### src/rtl/aes_pkg.sv
// Shared types, widths and byte S-box arithmetic for the
// time-multiplexed S-box scheduler.
package aes_pkg;

    localparam int STATE_W  = 128;
    localparam int WORD_W   = 32;
    localparam int NUM_COLS = 4;

    typedef enum logic {
        IDLE,
        BUSY
    } sched_state_t;

    typedef enum logic [1:0] {
        NONE,
        KEY,
        STATE
    } grant_t;

    // Multiply in GF(2^8) modulo x^8+x^4+x^3+x+1.
    function automatic logic [7:0] gf_mul(input logic [7:0] a,
                                          input logic [7:0] b);
        logic [7:0] p;
        logic [7:0] aa;
        p  = 8'h00;
        aa = a;
        for (int i = 0; i < 8; i++) begin
            if (b[i]) p = p ^ aa;
            aa = {aa[6:0], 1'b0} ^ (aa[7] ? 8'h1b : 8'h00);
        end
        return p;
    endfunction

    // Multiplicative inverse as a^254; zero maps to zero.
    function automatic logic [7:0] gf_inv(input logic [7:0] a);
        logic [7:0] s;
        logic [7:0] r;
        s = a;
        r = 8'h01;
        for (int i = 1; i < 8; i++) begin
            s = gf_mul(s, s);
            r = gf_mul(r, s);
        end
        return r;
    endfunction

    // Forward AES S-box: field inverse then affine transform.
    function automatic logic [7:0] sbox_fwd(input logic [7:0] a);
        logic [7:0] i;
        i = gf_inv(a);
        return i
             ^ {i[6:0], i[7]}
             ^ {i[5:0], i[7:6]}
             ^ {i[4:0], i[7:5]}
             ^ {i[3:0], i[7:4]}
             ^ 8'h63;
    endfunction

endpackage

### src/rtl/sbox_word.sv
// One 32-bit S-box lane: four independent byte S-boxes,
// purely combinational.
module aes_sbox
    import aes_pkg::*;
(
    input  logic [7:0] byte_i,
    output logic [7:0] byte_o
);

    assign byte_o = sbox_fwd(byte_i);

endmodule

module sbox_word
    import aes_pkg::*;
(
    input  logic [WORD_W-1:0] word_i,
    output logic [WORD_W-1:0] word_o
);

    for (genvar b = 0; b < WORD_W / 8; b++) begin : g_byte
        aes_sbox u_sbox (
            .byte_i (word_i[8*b +: 8]),
            .byte_o (word_o[8*b +: 8])
        );
    end

endmodule

### src/rtl/sbox_scheduler.sv
// Shares one 32-bit S-box lane between a 4-beat state job
// and single key-expansion words, with registered results.
module sbox_scheduler
    import aes_pkg::*;
#(
    parameter logic ALTERNATE = 1'b1
) (
    input  logic               clk,
    input  logic               rst_n,
    input  logic               sb_valid,
    output logic               sb_ready,
    input  logic [STATE_W-1:0] sb_state,
    output logic               sb_out_valid,
    output logic [STATE_W-1:0] sb_out_state,
    input  logic               kw_valid,
    output logic               kw_ready,
    input  logic [WORD_W-1:0]  kw_word,
    output logic               kw_out_valid,
    output logic [WORD_W-1:0]  kw_out_word
);

    localparam int BEAT_W = $clog2(NUM_COLS);
    localparam logic [BEAT_W-1:0] LAST_BEAT = BEAT_W'(NUM_COLS - 1);

    sched_state_t      state_q;
    grant_t            last_grant_q;
    logic [BEAT_W-1:0] beat_q;
    logic [STATE_W-1:0] job_q;
    logic [STATE_W-1:0] res_q;
    logic [STATE_W-1:0] res_d;
    logic               sb_out_valid_q;
    logic [STATE_W-1:0] sb_out_state_q;
    logic               kw_out_valid_q;
    logic [WORD_W-1:0]  kw_out_word_q;

    grant_t            grant;
    logic [WORD_W-1:0] job_col;
    logic [WORD_W-1:0] lane_in;
    logic [WORD_W-1:0] lane_out;

    // Lane arbitration: key words only compete while a job runs.
    always_comb begin
        grant = NONE;
        if (state_q == IDLE) begin
            if (kw_valid) grant = KEY;
        end else if (!kw_valid) begin
            grant = STATE;
        end else if (ALTERNATE) begin
            grant = (last_grant_q == STATE) ? KEY : STATE;
        end else begin
            grant = KEY;
        end
    end

    // Pick the current column of the job, MSB column first.
    always_comb begin
        job_col = '0;
        for (int c = 0; c < NUM_COLS; c++) begin
            if (beat_q == BEAT_W'(c))
                job_col = job_q[STATE_W-1-WORD_W*c -: WORD_W];
        end
    end

    assign lane_in = (grant == KEY) ? kw_word : job_col;

    sbox_word u_lane (
        .word_i (lane_in),
        .word_o (lane_out)
    );

    // Merge the substituted column into the result image.
    always_comb begin
        res_d = res_q;
        for (int c = 0; c < NUM_COLS; c++) begin
            if (beat_q == BEAT_W'(c))
                res_d[STATE_W-1-WORD_W*c -: WORD_W] = lane_out;
        end
    end

    // Scheduler FSM with registered result outputs.
    always_ff @(posedge clk or negedge rst_n) begin
        if (!rst_n) begin
            state_q        <= IDLE;
            last_grant_q   <= STATE;
            beat_q         <= '0;
            job_q          <= '0;
            res_q          <= '0;
            sb_out_valid_q <= 1'b0;
            sb_out_state_q <= '0;
            kw_out_valid_q <= 1'b0;
            kw_out_word_q  <= '0;
        end else begin
            sb_out_valid_q <= 1'b0;
            kw_out_valid_q <= (grant == KEY);
            if (grant == KEY) kw_out_word_q <= lane_out;
            if (grant != NONE) last_grant_q <= grant;
            unique case (state_q)
                IDLE: begin
                    if (sb_valid) begin
                        job_q   <= sb_state;
                        res_q   <= '0;
                        beat_q  <= '0;
                        state_q <= BUSY;
                    end
                end
                BUSY: begin
                    if (grant == STATE) begin
                        res_q  <= res_d;
                        beat_q <= beat_q + 1'b1;
                        if (beat_q == LAST_BEAT) begin
                            sb_out_state_q <= res_d;
                            sb_out_valid_q <= 1'b1;
                            state_q        <= IDLE;
                        end
                    end
                end
            endcase
        end
    end

    assign sb_ready     = (state_q == IDLE);
    assign kw_ready     = (grant == KEY);
    assign sb_out_valid = sb_out_valid_q;
    assign sb_out_state = sb_out_state_q;
    assign kw_out_valid = kw_out_valid_q;
    assign kw_out_word  = kw_out_word_q;

endmodule

### config.mk
export PLATFORM = sky130hd
export DESIGN_NAME = sbox_scheduler
export DESIGN_NICKNAME = d
export VERILOG_FILES = /design/src/rtl/aes_pkg.sv /design/src/rtl/sbox_word.sv /design/src/rtl/sbox_scheduler.sv
export SDC_FILE = /design/constraint.sdc
export NUM_CORES = 2
export LEC_CHECK = 0
export CORE_MARGIN = 3
export CORE_UTILIZATION = 35
export CTS_CLUSTER_SIZE = 25
export DETAILED_ROUTE_END_ITERATION = 12
export GPL_ROUTABILITY_DRIVEN = 1
export PLACE_DENSITY_LB_ADDON = 0.25
export SKIP_CTS_REPAIR_TIMING = 1
export SYNTH_ARGS = -nofsm -noshare
export SYNTH_HDL_FRONTEND = slang
export SYNTH_HIERARCHICAL = 1
export SYNTH_SLANG_ARGS = --single-unit
### constraint.sdc
create_clock -name clk -period 20.2 [get_ports clk]
set_clock_uncertainty 0.2 [all_clocks]
set_input_delay 2.02 -clock clk [delete_from_list [all_inputs] [get_ports clk]]
set_output_delay 2.02 -clock clk [all_outputs]
set_load 0.02 [all_outputs]
==> summary.md <==
| Metric | Value |
|---|---|
| Outcome | complete, no violations |
| FF/Latch Area | 9790 um2 |
| DIE AREA | about 230000 um2 |
| Most frequent cells in the layout | xnor2_1, nand2_1, nor2_1 |
| Clock buffer depth | 3 |
| Predominant post-synthesis flop cell | dfrtp_1 |
| CTS tree | done |
| Port Buffers | between 300 and 400 |
| DRC violations left | 0 |
| Num CTS Buffers | 44 |
| Critical path type | input port to flop |
| Clk_lat worst skew | 0.63 ns |
| Gr ovfl total | 0 |
| WL met1 | 118000 um |
| Die width | 480 um |
| Final Cycle Share | 96.4% |
| Final instance area | 87900 um2 |
| Routed wl met2 | 125000 um |
| Share of cells above drive strength 1 | between 10% and 20% |
| Global-route wire length before repair | 411000 um |
| Slowest CP cell | clkdlybuf4s50_1 |
| Final WL | around 260000 um |
| Detailed-route via count | 70000 |
| Pre-Repair DR Iteration Count | 8 |
| Final ANT Viol Nets | 0 |
| 1st-iter DRT viols | approximately 5900 |
| Vias/cell | 5.60 |
| Fillers | 22400 |
| Number of max-cap violations | 0 |
| FP Rows | 173 |
| Initial antenna violation count | 8 |
| Height of the die | 480 um |
| Netlist Area Pre-Place | around 80000 um2 |
| Core box area | ~220000 um2 |
| Layout area overhead | 11.9% |
| Total track usage | 22.0% |
| Pin count of the biggest net entering global routing | 160 |
| Seq/Total Area, Yosys | 12.5% |
| CTS root buf | clkbuf_16 |
| Crit path top cell by count | xnor3_1 |
| Clock transition at path regs | approximately 0.060 ns |
| Worst path arrival time | 19.79 ns |
| Tmin final | roughly 19 ns |
| Count of different cell masters after synthesis | roughly 120 |
| Post-Syn Instances | 9422 |
| Fmax | 51.4 MHz |
| Endpoints failing setup | 0 |
| Post-DR wirelength/cell | between 20 and 25 um |
| Ys Warns | 6 |
| Initial core utilization | 35.3% |
| Syn avg cell area | 8.34 um2 |
| Number of global-route vias before repair | about 70000 |
| Clock tree sinks | slightly below 400 |
| H-tree levels | 2 |
| Post-synth EDFFs | 0 |
| Count of pins over their slew limit | 0 |
| Syn Nets | ~9600 |
| Most common cell after layout, fill and taps aside | xnor2_1 |
| Hold/Removal Path Class | flop to flop |
| Highest routed layer | met5 |
| Final hold viol count | 0 |
| Met3 Routed Length | about 15000 um |
| Fin nets | between 9000 and 10000 |
| Cell Area, Placed | between 80000 and 90000 um2 |
| Max FO, Critical Path | 18 |
| Delay of the slowest critical-path stage | 0.84 ns |
| Post-DP HPWL | 193000 um |
| Hold slack | about 0.28 ns |
| WP data required | 20.52 ns |
| #FFs+latches synth | roughly 390 |
| I/O pin count | about 330 |
| Multi-input gate area | roughly 66000 um2 |
| Startpoint types | input port |
| Ys async rst share | 100% |
| Slew HR | a little over a tenth |
| CP Capture Type | flop |
| Slew @ Worst Pin | around 1.3 ns |
| Placer Congestion | roughly 0.9 |
-- worst paths after layout --
kind / start / slack (ns) / depth (start not counted) / to
max in group asynchronous: rst_n / 16.40 / 3 / sb_out_state[5]$_DFFE_PN0P_
min in group asynchronous: rst_n / 1.18 / 1 / sb_out_state[31]$_DFFE_PN0P_
hold / removal: job_q[19]$_DFFE_PN0P_ / 0.28 / 2 / job_q[19]$_DFFE_PN0P_
hold reg to reg: job_q[19]$_DFFE_PN0P_ / 0.28 / 2 / job_q[19]$_DFFE_PN0P_
setup / recovery: kw_word[31] / 0.73 / 54 / sb_out_state[56]$_DFFE_PN0P_
setup reg to reg: beat_q[0]$_DFFE_PN0P_ / 1.05 / 55 / sb_out_state[56]$_DFFE_PN0P_
-- kinds of logic after synthesis --
| group | Yosys count | synth area share [%] |
|---|---|---|
| buffers and inverters | 801 | 4.76 |
| XOR/XNOR | 2492 | 39.6 |
| AO/OA/AOI/OAI | 1704 | 15.0 |
| multiplexers | 550 | 7.85 |
| adder cells (fa/ha/maj) | 36 | 0.561 |
| flip-flops | 391 | 12.5 |
| AND/OR/NAND/NOR | 3448 | 19.8 |
-- flip-flops by register name, indices dropped and copies added, names as in the netlist --
register and cells:
last_grant_q 2, job_q 128, sb_out_state 128, res_q 96, beat_q 2, state_q 1, sb_out_valid 1, kw_out_valid 1
kw_out_word 32
-- layer usage --
metal | vias up | GRT usage [%]
met5 | - | 0
li1 | 32900 | -
met2 | 2336 | 37.0
met1 | 34400 | 30.2
met4 | 8 | 5.36
met3 | 335 | 2.00
-- stage by stage --
step	std cells	setup WS [ns]	utilization, %	TNS, ns
CTS	12500	0.451	39.3	0
finish	12500	0.733	39.4	0
global placement	12400	0.155	38.6	0
global route	12500	-0.00336	39.4	-0.00393
detailed placement	12400	-0.166	38.6	-0.593
floorplan	9422	2.12	-	0
-- Yosys cell counts, drive strengths merged (41+ instances only) --
cell type / instances / area share (%)
nor2b: 83 / 0.67
xor2: 420 / 5.5
nand3: 184 / 1.2
nor3: 220 / 1.5
nand2: 1282 / 6.1
clkbuf: 379 / 1.8
nor4: 56 / 0.51
a31oi: 68 / 0.57
mux2: 309 / 4.7
o211ai: 80 / 0.79
buf: 332 / 2.5
o21a: 41 / 0.39
dfrtp: 390 / 12
a22oi: 76 / 0.78
nand4: 152 / 1.2
xnor3: 400 / 12
and2: 60 / 0.49
o31ai: 80 / 0.76
a221oi: 52 / 0.64
o22ai: 144 / 1.2
mux2i: 241 / 3.2
or3: 44 / 0.35
o21ai: 399 / 2.6
inv: 81 / 0.39
a211oi: 60 / 0.57
xor3: 60 / 1.8
nor2: 1107 / 5.4
nand2b: 98 / 0.78
a21oi: 312 / 2.1
xnor2: 1612 / 21
-- area by class of cell --
type | count | share of cell area [%]
antenna | 1 | 0.00285
clock buffer | 56 | 1.38
clock inverter | 25 | 0.487
inverter | 90 | 0.387
multi-input combinational | 8235 | 75.2
sequential | 391 | 11.1
tap | 2975 | 4.24
timing repair buffer | 731 | 7.21
-- worst max-delay path, delay by kind of cell --
family	cells	cell delay, ns
compound gates	14	4.81
xor+xnor	17	6.22
mux	7	1.75
buf+inv	3	1.24
simple gates	10	2.39
fa+ha+maj	3	1.28
Power is left out: the tool's default activity adds up to more than one toggle a clock period on the data nets, which glitch-free logic cannot reach.
